## config.mk

```make
export PLATFORM = sky130hd
export DESIGN_NAME = reg_op_sequencer
export DESIGN_NICKNAME = d
export VERILOG_FILES = /design/src/rtl/reg_op_sequencer.sv
export SDC_FILE = /design/constraint.sdc
export NUM_CORES = 1
export LEC_CHECK = 0
export BUFFER_PORTS_ARGS = -buffer_cell sky130_fd_sc_hd__buf_4
export CORE_AREA = 2 2 89 91
export CTS_CLUSTER_DIAMETER = 60
export DETAILED_ROUTE_END_ITERATION = 6
export DIE_AREA = 0 0 91 93
export PLACE_DENSITY = 0.66
export REMOVE_ABC_BUFFERS = 1
export SLEW_MARGIN = 20
export SYNTH_ARGS = -nofsm -noshare
export SYNTH_HDL_FRONTEND = slang
export SYNTH_SLANG_ARGS = --single-unit
```

## constraint.sdc

```tcl
create_clock -name clk -period 2.8 [get_ports clk]
set_input_delay 0.56 -clock clk [delete_from_list [all_inputs] [get_ports clk]]
set_output_delay 0.56 -clock clk [all_outputs]
set_load 0.02 [all_outputs]
```

## src/rtl/reg_op_sequencer.sv

```systemverilog
//==============================================================================
// Module   : reg_op_sequencer
// Brief    : Register-file initiator: read, execute, write back one op per 4 cycles.
//            Optional Z/C flags and CMP behaviour enabled by `REGSEQ_FLAGS_EN.
// Revision : 1.0
//==============================================================================
`default_nettype none

module reg_op_sequencer (
   input  logic       clk,
   input  logic       rst_n,
   input  logic       in_valid,
   output logic       in_ready,
   input  logic [2:0] in_op,
   input  logic [1:0] in_dst,
   input  logic [1:0] in_srca,
   input  logic [1:0] in_srcb,
   input  logic [7:0] in_imm,
   input  logic       stall,
   output logic [1:0] aa,
   output logic [1:0] ab,
   input  logic [7:0] ra,
   input  logic [7:0] rb,
   output logic       wr,
   output logic [1:0] ad,
   output logic [7:0] rd,
   output logic       addr_lock,
   output logic       flag_z,
   output logic       flag_c,
   output logic       done
);

   localparam logic [2:0] c_OP_MOV = 3'd0;
   localparam logic [2:0] c_OP_ADD = 3'd1;
   localparam logic [2:0] c_OP_SUB = 3'd2;
   localparam logic [2:0] c_OP_AND = 3'd3;
   localparam logic [2:0] c_OP_OR  = 3'd4;
   localparam logic [2:0] c_OP_XOR = 3'd5;
   localparam logic [2:0] c_OP_LDI = 3'd6;
   localparam logic [2:0] c_OP_CMP = 3'd7;

`ifdef REGSEQ_FLAGS_EN
   localparam int c_RES_W = 9;
`else
   localparam int c_RES_W = 8;
`endif

   typedef enum logic [1:0] {
      S_IDLE = 2'd0,
      S_READ = 2'd1,
      S_EXEC = 2'd2,
      S_WB   = 2'd3
   } state_t;

   state_t               r_state;
   state_t               w_next;
   logic [2:0]           r_op;
   logic [1:0]           r_dst;
   logic [7:0]           r_imm;
   logic [7:0]           r_opa;
   logic [7:0]           r_opb;
   logic [1:0]           r_aa;
   logic [1:0]           r_ab;
   logic [1:0]           r_ad;
   logic [7:0]           r_rd;
   logic [c_RES_W-1:0]   w_res;
   logic                 w_ready;
   logic                 w_wr;
   logic                 w_done;

   always_ff @(posedge clk) begin
      if (!rst_n) r_state <= S_IDLE;
      else        r_state <= w_next;
   end

   always_comb begin
      w_next  = r_state;
      w_ready = 1'b0;
      w_wr    = 1'b0;
      w_done  = 1'b0;
      if (rst_n && !stall) begin
         case (r_state)
            S_IDLE: begin
               w_ready = 1'b1;
               if (in_valid) w_next = S_READ;
            end
            S_READ: w_next = S_EXEC;
            S_EXEC: w_next = S_WB;
            S_WB: begin
               w_wr   = (r_op != c_OP_CMP);
               w_done = 1'b1;
               w_next = S_IDLE;
            end
            default: w_next = S_IDLE;
         endcase
      end
   end

   // Result width follows the flag build: bit 8 only exists when carry is kept.
   always_comb begin
      w_res = '0;
      case (r_op)
         c_OP_MOV: w_res = c_RES_W'(r_opa);
         c_OP_ADD: w_res = c_RES_W'({1'b0, r_opa}) + c_RES_W'({1'b0, r_opb});
         c_OP_SUB,
         c_OP_CMP: w_res = c_RES_W'({1'b0, r_opa}) - c_RES_W'({1'b0, r_opb});
         c_OP_AND: w_res = c_RES_W'(r_opa & r_opb);
         c_OP_OR:  w_res = c_RES_W'(r_opa | r_opb);
         c_OP_XOR: w_res = c_RES_W'(r_opa ^ r_opb);
         c_OP_LDI: w_res = c_RES_W'(r_imm);
         default:  w_res = '0;
      endcase
   end

   always_ff @(posedge clk) begin
      if (!rst_n) begin
         r_op  <= c_OP_MOV;
         r_dst <= 2'd0;
         r_imm <= 8'd0;
         r_opa <= 8'd0;
         r_opb <= 8'd0;
         r_aa  <= 2'd0;
         r_ab  <= 2'd0;
         r_ad  <= 2'd0;
         r_rd  <= 8'd0;
      end else if (!stall) begin
         case (r_state)
            S_IDLE: begin
               if (in_valid) begin
                  r_op  <= in_op;
                  r_dst <= in_dst;
                  r_imm <= in_imm;
                  r_aa  <= in_srca;
                  r_ab  <= in_srcb;
               end
            end
            S_READ: begin
               r_opa <= ra;
               r_opb <= rb;
            end
            S_EXEC: begin
               r_ad <= r_dst;
               r_rd <= w_res[7:0];
            end
            default: ;
         endcase
      end
   end

`ifdef REGSEQ_FLAGS_EN
   logic r_fz;
   logic r_fc;

   always_ff @(posedge clk) begin
      if (!rst_n) begin
         r_fz <= 1'b0;
         r_fc <= 1'b0;
      end else if (!stall && r_state == S_EXEC && r_op != c_OP_MOV && r_op != c_OP_LDI) begin
         r_fz <= (w_res[7:0] == 8'd0);
         r_fc <= w_res[8];
      end
   end

   assign flag_z = r_fz;
   assign flag_c = r_fc;
`else
   assign flag_z = 1'b0;
   assign flag_c = 1'b0;
`endif

   assign in_ready  = w_ready;
   assign wr        = w_wr;
   assign done      = w_done;
   assign addr_lock = stall;
   assign aa        = r_aa;
   assign ab        = r_ab;
   assign ad        = r_ad;
   assign rd        = r_rd;

endmodule

`default_nettype wire

```

Word-level counts from Yosys, hierarchy flattened. Cells that the tools add are included.

Mux-type cells: 9. $add $sub $neg: 2. Bitwise logic cells: 4. Equal/unequal tests: 12. Multipliers: 0. Shift operators: 0. Magnitude comparators: 0. Reductions and logical operators: 9. Div/mod/pow operators: 0.

Operators with widths (count): $pmux 8 s7 (1); $eq 3x3->1 const B (4); $add 8x8->8 (1); $and 8x8->8 (1); $or 8x8->8 (1); $pmux 2 s4 (1); $sub 8x8->8 (1); $xor 8x8->8 (1); $eq 3x2->1 const B (2); $mux 1 (6); $reduce_and 2->1 (3); $eq 2x2->1 const B (2); $eq 3x1->1 const B (1); $logic_not 3->1 (1); $ne 3x3->1 const B (1); $reduce_and 3->1 (1); $eq 2x1->1 const B (1); $logic_not 2->1 (1); $mux 2 (1); $ne 2x2->1 const B (1); $reduce_or 2->1 (1); $logic_and 1x1->1 (1); $logic_not 1->1 (1); $not 1->1 (1).

Bits in latches: 0. RAM bits: 0. Memories kept: 0. Register bits: 45. Memory bits (read-only): 0.

Logic depth before layout (Yosys ltp). Gate-level depths: netlist of the first run.

Depth in word-level cells: 3. Gate-level depth with buffers: 13. Mapped depth without buffers: 11.

Worst setup path after synthesis of the first run. OpenSTA, ideal clock, no wires.

Kind: reg-to-reg. Start: reg r_op[0]. End: reg r_rd[7], in the netlist rd[7]. Path slack: 0.244 ns. Cell stages (with the launch flop): 13. Path buffers: 2. Arrival time: 2.486 ns. Data required time: 2.730 ns. Clock period less this slack: 2.556 ns. Path through: dfxtp_1 buf_6 nand2b_1 and3_1 clkbuf_1 mux2i_1 ha_1 nor2b_1 o31a_1 a221oi_1 xnor2_1 nand3b_1 a21boi_1.

Cells in the longest elaborated chain, start to end: 3. Elaborated cells on any way between the ends: 10.

Ends and longest elaborated chain: from (decl) (line 57) `logic [2:0] r_op;`; from (signal assigned) (line 117) `r_op <= c_OP_MOV;`; from (signal assigned) (line 130) `r_op <= in_op;`; $eq 3x2->1 or $eq 3x3->1 (tied branches) (line 102) `case (r_op)`; $reduce_or 2->1 (line 102); $pmux 8 s7 * (line 102); to (signal assigned) (line 143) `r_rd <= w_res[7:0];`; to (decl) (line 65) `logic [7:0] r_rd;`.

Every way passes the cells marked *; elsewhere a longest branch is shown, timed or not. A chain may end at the register's enable or synchronous reset.

Worst setup path after layout of the first run. Ends and elaborated chain as after synthesis.

==> impl_results.md, run 1 <==
- Ys flop type: dfxtp_1
- Async SR Flop Fraction: 0
- Critical Path End: rd[7]$_SDFFE_PN0P_
- Diode count: 0
- Maxcap violations: 0
- Largest net degree at the start of global routing: 45
- Die area: roughly 8500 sq um
- # fillers: between 700 and 800
- Placed Area: 3420 sq um
- Worst reg2reg startpoint: r_op[0]$_SDFFE_PN0P_
- Initial core utilization: 0.390
- Die height: 93 um
- Slowest CP cell: dfxtp_1
- Flip-flop and latch area: between 900 and 1000 sq um
- Leakage: roughly 1.4 nW
- VDD IR max: about 0.00021 V
- Post-layout min period: between 2 and 3 ns
- Layout area overhead: 20.7%
- Status: completed
- Detailed placement HPWL: between 5 and 6 mm
- PortBufs: 54
- Compound-gate portion of the synthesized area: 0.251
- Synthesized area: approximately 2900 sq um
- DR WL/cell: between 10 and 15 um
- Residual DRC: 0
- Site Rows: 32
- Total power: 1.64 mW
- Antenna violations before repair: 0
- Io pins: 57
- Vias in the first global route: roughly 2400
- Core box area: between 7000 and 8000 sq um
- Routability cong.: 0.920
- Via count: 2636
- Final nets: 484
- Pins Over Slew Limit: 0
- Final Hold Fails: 0
- CTS Buf Count: 5
- Sequential area share after synthesis: 0.307
- CP Launch Type: flip-flop
- Clk sinks: 45
- Max Freq: approximately 390 MHz
- Post-synthesis xor/xnor area fraction: 0.0328
- Setup ws final: 0.243 ns
- FF-to-FF path depth: 10
- Mux cell area share after synthesis: 0.0136
- Worst Tran Pin Value: about 0.68 ns
- Number of synthesized register bits: 45
- Worst reg2reg path endpoint: rd[7]$_SDFFE_PN0P_
- Critical-path cell list: nand2b_1 > and3_2 > mux2i_2 > ha_1 > nor2b_1 > o31a_1 > a221oi_1 > xnor2_1 > nand3b_1 > a21boi_1
- Top cells by area, synth: dfxtp_1, ha_1, nand2_1
- Placement Setup Slack: 0.192 ns
- Critical path type: flip-flop to flip-flop
- CP Max Fanout: 6
- Clock tree buffer depth: 2
- Placed cells: between 500 and 600
- Setup-failing EPs final: 0
- Total global-route track usage: 0.182
- Final instance area: 3540 sq um
- Global-route wire length before repair: 12.1 mm
- Buffers and inverters on the worst path: 0
- Final Skew: ~0.011 ns
- Clk Latency, worst-skew pair: approximately 0.31 ns
- Vias per cell: between 5 and 6
- Final WL: 7.36 mm
- Number of synthesized flops with an enable pin: 0
- Synth warnings: 0
- Die width: 91 um
- Worst EP arrival: 2.80 ns
- CTS tree: yes
- Top-area cell type share of the netlist area: 0.307
- Share of layout cells above drive strength 1: 0.184
- CTS Root Cell: clkbuf_8
- Area leader, netlist: dfxtp_1
- Final Non-Filler Cells: roughly 520
- WP depth: 10
- CTS H-tree lvls: 2
- Final core utilization: 0.471
- Post-CTS Setup Repair Bufs: 0
- Worst-path clk slew: 0.09 ns
- Worst setup startpoint: r_op[0]$_SDFFE_PN0P_
- Syn_area_per_cell: 7.85 sq um
- Cell count after synthesis: between 300 and 400
- Synth Area in Adders: 0.126
- Congestion Overflow GR: 0
- Footprint of the multi-input gates: 1820 sq um
- ANT nets after route: 0
- Relative slew margins: 0.546
- Netlist cell types: 49
- CP max stage delay: between 0.3 and 0.4 ns
- DRT Pass-1 Iters: 4
- Simple-gate share of the synthesized area: 0.193
- Fin crit share: 0.913
- DR iter-0 viols: 80
- RSZ-0062 raised after global routing: false
- Largest family of logic cells by synthesized area: compound AO/OA/AOI/OAI gates
- Crit path max-delay family: compound AO/OA/AOI/OAI gates
- Register-to-register setup slack: roughly 0.24 ns
- CP Data Required Time: 3.04 ns
- Crit. End Element: flip-flop
- Hold Crit Class: flip-flop to flip-flop
- PD cells: 463 nW/um^2
[timing repair]
item | in CTS | in global routing
hold buffers | 0 | 0
setup endpoints to repair | 0 | 1
gates resized for setup | 0 | 2
[metrics by stage]
| stage | hold slack [ns] | setup TNS (ns) |
|---|---|---|
| final | 0.465 | 0 |
| after floorplan | 0.441 | -0.0299 |
| after global placement | 0.442 | 0 |
| after detailed placement | 0.458 | 0 |
| after CTS | 0.471 | 0 |
| after global routing | 0.492 | 0 |
[sequential cells by signal (all words and copies together), names as in the netlist]
name / flops
r_imm: 8
r_op: 3
ab: 2
aa: 2
r_opa: 8
ad: 2
r_state: 2
r_dst: 2
r_opb: 8
rd: 8
[cells by family after synthesis]
family / count (synthesis)
simple gates: 126
compound gates: 106
buf+inv: 52
flops: 45
fa+ha+maj: 29
xor+xnor: 11
mux: 4
other cells: 1
[cell usage in the layout (no fill, tap or decap), types with 5 or more instances in the layout]
master and n:
nand2_1 77, ha_1 28, o21ai_0 11, clkbuf_8 6
nor2b_1 6, inv_1 23, nand2b_1 6, buf_4 65
a22oi_1 5, xnor2_1 9, a311oi_1 5, a21boi_0 36
nor2_1 14, a21oi_1 19, dfxtp_1 45
[synthesized netlist by cell type, types with 5 or more instances]
| master | count |
|---|---|
| buf_2 | 7 |
| inv_1 | 23 |
| ha_1 | 28 |
| o21ai_0 | 11 |
| clkbuf_1 | 17 |
| xnor2_1 | 9 |
| a21boi_0 | 36 |
| nand2_1 | 77 |
| nor2b_1 | 6 |
| a311oi_1 | 5 |
| nand2b_1 | 6 |
| nor2_1 | 14 |
| a22oi_1 | 5 |
| a21oi_1 | 19 |
| dfxtp_1 | 45 |
[metal layers]
layer | track usage | up-vias | wire, um
met4 | 0.0619 | 0 | 88
met5 | 0 | - | 0
li1 | - | 1355 | -
met1 | 0.233 | 1232 | 3440
met3 | 0.0355 | 6 | 242
met2 | 0.307 | 43 | 3590
[worst min-delay path: cells and delay by family (launching register included)]
family,cells,cell delay (ns)
DFF,1,0.32
AOI/OAI and AO/OA,1,0.05
and+or+nand+nor,1,0.05
[cell type report]
| cell class | count | area share |
|---|---|---|
| clock buffer | 6 | 0.0233 |
| clock inverter | 2 | 0.0106 |
| inverter | 23 | 0.0244 |
| multi-input combinational | 278 | 0.514 |
| sequential | 45 | 0.254 |
| tap | 102 | 0.0360 |
| timing repair buffer | 65 | 0.138 |
[where the power goes]
group	internal, mW	switching [mW]	leakage, nW	total (mW)
combinational	0.197	0.221	0.997	0.419
sequential	0.667	0.0268	0.365	0.694
clock	0.290	0.237	0.0574	0.528
[how the worst min path moves through the flow]
stage	cells past startpoint	startpoint	to	slack, ns
6_report	2	rd[1]$_SDFFE_PN0P_	rd[1]$_SDFFE_PN0P_	0.47
5_1_grt	2	ad[0]$_SDFFE_PN0P_	ad[0]$_SDFFE_PN0P_	0.49
4_1_cts	2	ab[1]$_SDFFE_PN0P_	ab[1]$_SDFFE_PN0P_	0.47
3_5_place_dp	2	ab[1]$_SDFFE_PN0P_	ab[1]$_SDFFE_PN0P_	0.46
3_3_place_gp	2	rd[1]$_SDFFE_PN0P_	rd[1]$_SDFFE_PN0P_	0.44
2_1_floorplan	2	r_dst[0]$_SDFFE_PN0P_	ad[0]$_SDFFE_PN0P_	0.44
No activity file was read; power rests on OpenSTA's default activity.
==> run 2: changes to the inputs <==
Settings changed: ABC_CLOCK_PERIOD_IN_PS from default to 2800, CORE_AREA 2 2 89 91 to 2 2 88 90, DIE_AREA 0 0 91 93 to 0 0 90 92, PLACE_DENSITY 0.66 to 0.67.
==> run 2 against run 1 <==
Sequential power is essentially flat. Register-to-register slack lost 0.05 ns. Critical endpoint unchanged. Non-clock buffer count grew 1. Final cell count grew 0.19%. Sequential share of layout area grew 0.22 points. Clock skew shrank 0.0067 ns. Setup slack lost 0.055 ns. Hold slack lost 0.00052 ns. Wire length grew 0.81%. Clock power shrank 23%. Largest cell class unchanged. Clock-buffer cell count grew 2. Flip-flop and latch count is the same.
==> impl_results.md, run 2 (synthesis gave the netlist of run 1 again) <==
- Status: completed
- Die area: 8280 sq um (-2.2%)
- Worst EP arrival: 2.85 ns (+0.05 ns)
- DR WL/cell: 14.2 um (+0.62%)
- CP Data Required Time: 3.04 ns (about the same)
- Residual DRC: 0 (unchanged)
- Worst-path clk slew: 0.08 ns (about the same)
- Congestion Overflow GR: 0 (unchanged)
- Crit. End Element: flip-flop
- Final nets: 485 (+0.21%)
- Final core utilization: 0.473 (+0.00170)
- CTS H-tree lvls: 2 (unchanged)
- Hold wc startpoint: ad[1]$_SDFFE_PN0P_
- Met1 usage: 0.237 (+0.00380)
- Pins Over Slew Limit: 0 (unchanged)
- Total power: 1.53 mW (-6.6%)
- Critical-path cell list: nand2b_1 > and3_2 > a31oi_1 > xnor2_1 > ha_1 > a21o_1 > a21o_1 > a221oi_2 > xnor2_1 > nand3b_1 > a21boi_1
- RSZ-0062 raised after global routing: false
- Leakage: 1.41 nW (-0.84%)
- Clock tree buffer depth: 2 (unchanged)
- Share of layout cells above drive strength 1: 0.183 (-0.000438)
- GR met3 Demand/Resource: 0.0312 (-0.00423)
- Total global-route track usage: 0.183 (+0.000827)
- FF-to-FF path depth: 11 (+1)
- Core box area: 7450 sq um (-1.1%)
- Busiest layer in global routing: met2
- Worst Tran Pin Value: 0.675 ns (-0.00647 ns)
- Io pins: 57 (unchanged)
- Worst reg2reg startpoint: r_op[0]$_SDFFE_PN0P_
- Clk sinks: 45 (unchanged)
- CTS Root Cell: clkbuf_8
- Routability cong.: 0.907 (-1.4%)
- Die height: 92 um (-1.1%)
- CP Launch Type: flip-flop
- Initial core utilization: 0.394 (+0.00419)
- Diode count: 0 (unchanged)
- Layout area overhead: 19.9%
- Largest net degree at the start of global routing: 46 (+2.2%)
- Max Freq: 383 MHz (-2.1%)
- Via count: 2656 (+0.76%)
- CTS tree: yes
- Final Skew: 0.00465 ns (-0.00672 ns)
- PortBufs: 54 (unchanged)
- Clk Latency, worst-skew pair: 0.31 ns (about the same)
- Crit path max-delay family: compound AO/OA/AOI/OAI gates
- Register-to-register setup slack: 0.19 ns (-0.05 ns)
- Site Rows: 32 (unchanged)
- Final WL: 7.42 mm (+0.81%)
- ANT nets after route: 0 (unchanged)
- Hold EP: ad[1]$_SDFFE_PN0P_
- DRT Pass-1 Iters: 4 (unchanged)
- Final Hold Fails: 0 (unchanged)
- Vias per cell: 5.09 (+0.57%)
- CP max stage delay: 0.39 ns (about the same)
- Post-layout min period: 2.61 ns (+0.0550 ns)
- VDD IR max: 0.000172 V (-20%)
- CTS Buf Count: 5 (unchanged)
- Buffers and inverters on the worst path: 0 (unchanged)
- CP Max Fanout: 6 (unchanged)
- Worst hold stages: 2 (unchanged)
- Maxcap violations: 0 (unchanged)
- Highest-count cells in the layout ignoring fill and taps: nand2_1, buf_4, dfxtp_1, a21boi_0, ha_1
- Detailed placement HPWL: 5.44 mm (+0.31%)
- Commonest non-fill, non-tap cell in the layout: nand2_1
- Hold Crit Class: flip-flop to flip-flop
- Vias in the first global route: 2449 (+0.82%)
- Critical path type: flip-flop to flip-flop
- PostCTS Resize Cnt: 0 (unchanged)
- Fin crit share: 0.933 (+0.0196)
- Setup-failing EPs final: 0 (unchanged)
- Global-route wire length before repair: 12.2 mm (+0.97%)
- Relative slew margins: 0.550 (+0.00431)
- Worst reg2reg path endpoint: rd[7]$_SDFFE_PN0P_
- Slowest CP cell: dfxtp_1
- Die width: 90 um (-1.1%)
- PD cells: 435 nW/um^2 (-5.9%)
- GRT met2 Usage: 0.310 (+0.00273)
- Post-CTS Setup Repair Bufs: 0 (unchanged)
- DR iter-0 viols: 121 (+51%)
- # hold bufs at CTS: 0 (unchanged)
- Antenna violations before repair: 0 (unchanged)
- # fillers: 805 (+1.5%)
==> run 2: area by class of cell <==
cell class | count | area (sq um) | share of cell area
Clock buffer | 8 | 80.1 | 0.0228
Timing Repair Buffer | 66 | 495 | 0.141
Tap cell | 102 | 128 | 0.0363
Multi-Input combinational cell | 278 | 1830 | 0.519
Inverter | 23 | 86.3 | 0.0245
Sequential cell | 45 | 902 | 0.256
==> run 2: how the worst max path moves through the flow <==
| stage | from | end | slack (ns) | depth (start not counted) |
|---|---|---|---|---|
| floorplan | r_op[0]$_SDFFE_PN0P_ | rd[7]$_SDFFE_PN0P_ | -0.02 | 10 |
| global route | r_op[0]$_SDFFE_PN0P_ | rd[7]$_SDFFE_PN0P_ | 0.01 | 11 |
| global placement | r_op[0]$_SDFFE_PN0P_ | rd[7]$_SDFFE_PN0P_ | 0.28 | 10 |
| detailed placement | r_op[0]$_SDFFE_PN0P_ | rd[7]$_SDFFE_PN0P_ | 0.19 | 10 |
| CTS | r_op[0]$_SDFFE_PN0P_ | rd[7]$_SDFFE_PN0P_ | 0.14 | 10 |
| finish | r_op[0]$_SDFFE_PN0P_ | rd[7]$_SDFFE_PN0P_ | 0.19 | 11 |
==> run 2: layer usage <==
metal | vias up | wire (um)
li1 | 1356 | -
met1 | 1240 | 3430
met2 | 48 | 3590
met3 | 12 | 256
met4 | 0 | 153
met5 | - | 0
==> run 2: metrics by stage <==
step	hold WS [ns]	TNS [ns]	cell area, sq um	setup WS (ns)	std cells
2_1_floorplan	0.441	-0.0299	2800	-0.0185	346
3_3_place_gp	0.440	0	3430	0.284	514
3_5_place_dp	0.457	0	3430	0.186	514
4_1_cts	0.469	0	3510	0.144	522
5_1_grt	0.489	0	3520	0.00970	522
6_report	0.465	0	3520	0.188	522
==> run 2: power by group <==
part	leakage (nW)	internal, mW	switching [mW]	total, mW
Combinational	1.00	0.201	0.231	0.432
Clock	0.0395	0.178	0.228	0.406
Sequential	0.366	0.667	0.0277	0.695
==> run 2: worst min-delay path: stages, from the launching register on <==
cell and delay [ns]:
dfxtp_1 0.31, nand2_1 0.04, a21boi_0 0.06
==> run 3: changes to the inputs <==
Settings changed: ABC_CLOCK_PERIOD_IN_PS 2800 to 2750, CORE_AREA 2 2 88 90 to 2 2 81 98, DIE_AREA 0 0 90 92 to 0 0 83 100, RECOVER_POWER from default to 50.
Clock period 2.8 ns to 2.75 ns, I/O delays scaled along.
==> run 3 against run 2 <==
Power is 8.3% higher. Global-route usage up 0.47 points. Clock power up 29%. First-iteration DRC count fell by 6.6%. Critical path type unchanged.
==> impl_results.md, run 3 (synthesis gave the netlist of run 1 again) <==
- Initial core utilization: 0.392 (-0.00217)
- Total global-route track usage: 0.187 (+0.00475)
- Pins Over Slew Limit: 0 (unchanged)
- DR WL/cell: 15.2 um (+7.1%)
- # hold bufs at CTS: 0 (unchanged)
- Relative slew margins: 0.327 (-0.223)
- PortBufs: 54 (unchanged)
- Vias in the first global route: 2580 (+5.3%)
- DR iter-0 viols: 113 (-6.6%)
- Worst-path clk slew: 0.09 ns (about the same)
- Max Freq: 391 MHz (+2.2%)
- Global-route wire length before repair: 12.5 mm (+2.4%)
- CTS Root Cell: clkbuf_8
- Clock tree buffer depth: 2 (unchanged)
- Placed Area: 3410 sq um (-0.58%)
- CTS H-tree lvls: 2 (unchanged)
- Worst reg2reg startpoint: r_op[2]$_SDFFE_PN0P_
- # fillers: 779 (-3.2%)
- CP Data Required Time: 2.98 ns (-0.06 ns)
- RSZ-0062 raised after global routing: false
- Vias per cell: 5.26 (+3.3%)
- Final Skew: 0.00662 ns (+0.00197 ns)
- Critical Path End: rd[7]$_SDFFE_PN0P_
- Critical path type: flip-flop to flip-flop
- Post-layout min period: 2.55 ns (-0.0570 ns)
- Hold Crit Class: flip-flop to flip-flop
- Detailed placement HPWL: 5.73 mm (+5.4%)
- Hold wc startpoint: rd[1]$_SDFFE_PN0P_
- Fin crit share: 0.929 (-0.00378)
- Routability cong.: 0.864 (-4.8%)
- Largest net degree at the start of global routing: 45 (-2.2%)
- Share of layout cells above drive strength 1: 0.148 (-0.0354)
- Clk Latency, worst-skew pair: 0.29 ns (-0.02 ns)
- Commonest non-fill, non-tap cell in the layout: nand2_1
- Congestion Overflow GR: 0 (unchanged)
- Worst setup startpoint: r_op[2]$_SDFFE_PN0P_
- Diode count: 0 (unchanged)
- VDD IR max: 0.000255 V (+48%)
- Maxcap violations: 0 (unchanged)
- Highest-count cells in the layout ignoring fill and taps: nand2_1, buf_4, dfxtp_1, a21boi_0, ha_1
- Worst hold stages: 2 (unchanged)
- Clk sinks: 45 (unchanged)
- Final WL: 7.78 mm (+4.8%)
- Die area: 8300 sq um (+0.24%)
- Leakage: 1.36 nW (-3.7%)
- Via count: 2687 (+1.2%)
- Worst Tran Pin Value: 1.01 ns (+0.334 ns)
- Footprint of the multi-input gates: 1820 sq um (-0.34%)
- Layout area overhead: 18.3%
- Residual DRC: 0 (unchanged)
- Io pins: 57 (unchanged)
- Register-to-register setup slack: 0.20 ns (about the same)
- Status: completed
- Crit. End Element: flip-flop
- Die height: 100 um (+8.7%)
- Total power: 1.66 mW (+8.3%)
- PD cells: 478 nW/um^2 (+9.7%)
- CP Max Fanout: 6 (unchanged)
- Setup-failing EPs final: 0 (unchanged)
- CTS tree: yes
- Slowest CP cell: dfxtp_1
- Critical-path cell list: nand2b_1 > and3_2 > mux2i_2 > ha_1 > nor2b_1 > o31a_1 > a221oi_1 > xnor2_1 > nand3b_1 > a21boi_1
- Final nets: 484 (-0.21%)
- ANT nets after route: 0 (unchanged)
- CP max stage delay: 0.36 ns (-0.03 ns)
- Antenna violations before repair: 0 (unchanged)
- FF-to-FF path depth: 10 (-1)
- Die width: 83 um (-7.8%)
- CP Launch Type: flip-flop
- Site Rows: 35 (+9.4%)
- Flip-flop and latch area: 903 sq um (+0.14%)
- Core box area: 7490 sq um (+0.55%)
- DRT Pass-1 Iters: 4 (unchanged)
- Final Hold Fails: 0 (unchanged)
- Final instance area: 3470 sq um (-1.3%)
- Post-CTS Setup Repair Bufs: 0 (unchanged)
- CTS Buf Count: 5 (unchanged)
- Worst EP arrival: 2.79 ns (-0.06 ns)
- Worst reg2reg path endpoint: rd[7]$_SDFFE_PN0P_
run 3: changes by cell type in the layout (fill, tap and decap cells not counted):
cell	before	now
clkbuf_8	5	6
or2_2	1	0
buf_4	66	50
a221oi_2	1	0
bufinv_16	0	1
dfxtp_2	1	2
clkbuf_1	3	16
a221oi_1	2	3
or2_0	0	1
dfxtp_1	44	43
run 3: per-stage QoR:
step	TNS (ns)	util	cells	worst slack [ns]	hold slack (ns)
finish	0	0.464	511	0.195	0.455
global placement	0	0.455	503	0.234	0.442
detailed placement	0	0.455	503	0.145	0.451
CTS	0	0.471	511	0.0997	0.463
global route	0	0.464	511	0.0314	0.489
floorplan	-0.130	-	346	-0.0685	0.441
run 3: critical path: cells and delay by family (launching register included):
kind                       cells  cell delay (ns)
AOI/OAI and AO/OA              3             0.73
xor gates and xnor gates       1             0.17
adders and majority gates      1             0.27
DFF                            1             0.36
muxes                          1             0.29
and+or+nand+nor                4             0.68
run 3: report_power, final:
group / switching, mW / total, mW / internal (mW) / leakage, nW
clock: 0.227 / 0.524 / 0.297 / 0.0585
sequential: 0.0282 / 0.708 / 0.680 / 0.366
combinational: 0.230 / 0.427 / 0.197 / 0.930
run 3: layout make-up:
class	count	share of cell area
well taps	92	0.0331
multi-input cells	278	0.524
flip-flops and latches	45	0.260
clock inverters	1	0.00864
clock buffers	7	0.0248
inverters	23	0.0248
repair buffers	65	0.124
run 3: metal layers:
metal / track usage / vias up / share of wire / wire length (um)
li1: - / 1352 / - / -
met1: 0.211 / 1275 / 0.42 / 3250
met2: 0.355 / 46 / 0.52 / 4090
met3: 0.0280 / 14 / 0.036 / 281
met4: 0.0694 / 0 / 0.021 / 166
met5: 0 / - / 0 / 0
run 3: what timing repair did:
item,4_1_cts,5_1_grt
endpoints found under the hold margin,0,0
endpoints found under the setup margin,0,1
gates resized for setup,0,4
run 3: worst min path at each step:
stage / to / slack, ns
after global routing: r_imm[7]$_SDFFE_PN0P_ / 0.49
final: rd[1]$_SDFFE_PN0P_ / 0.46
after global placement: rd[1]$_SDFFE_PN0P_ / 0.44
after detailed placement: rd[1]$_SDFFE_PN0P_ / 0.45
after CTS: rd[1]$_SDFFE_PN0P_ / 0.46
after floorplan: ad[0]$_SDFFE_PN0P_ / 0.44
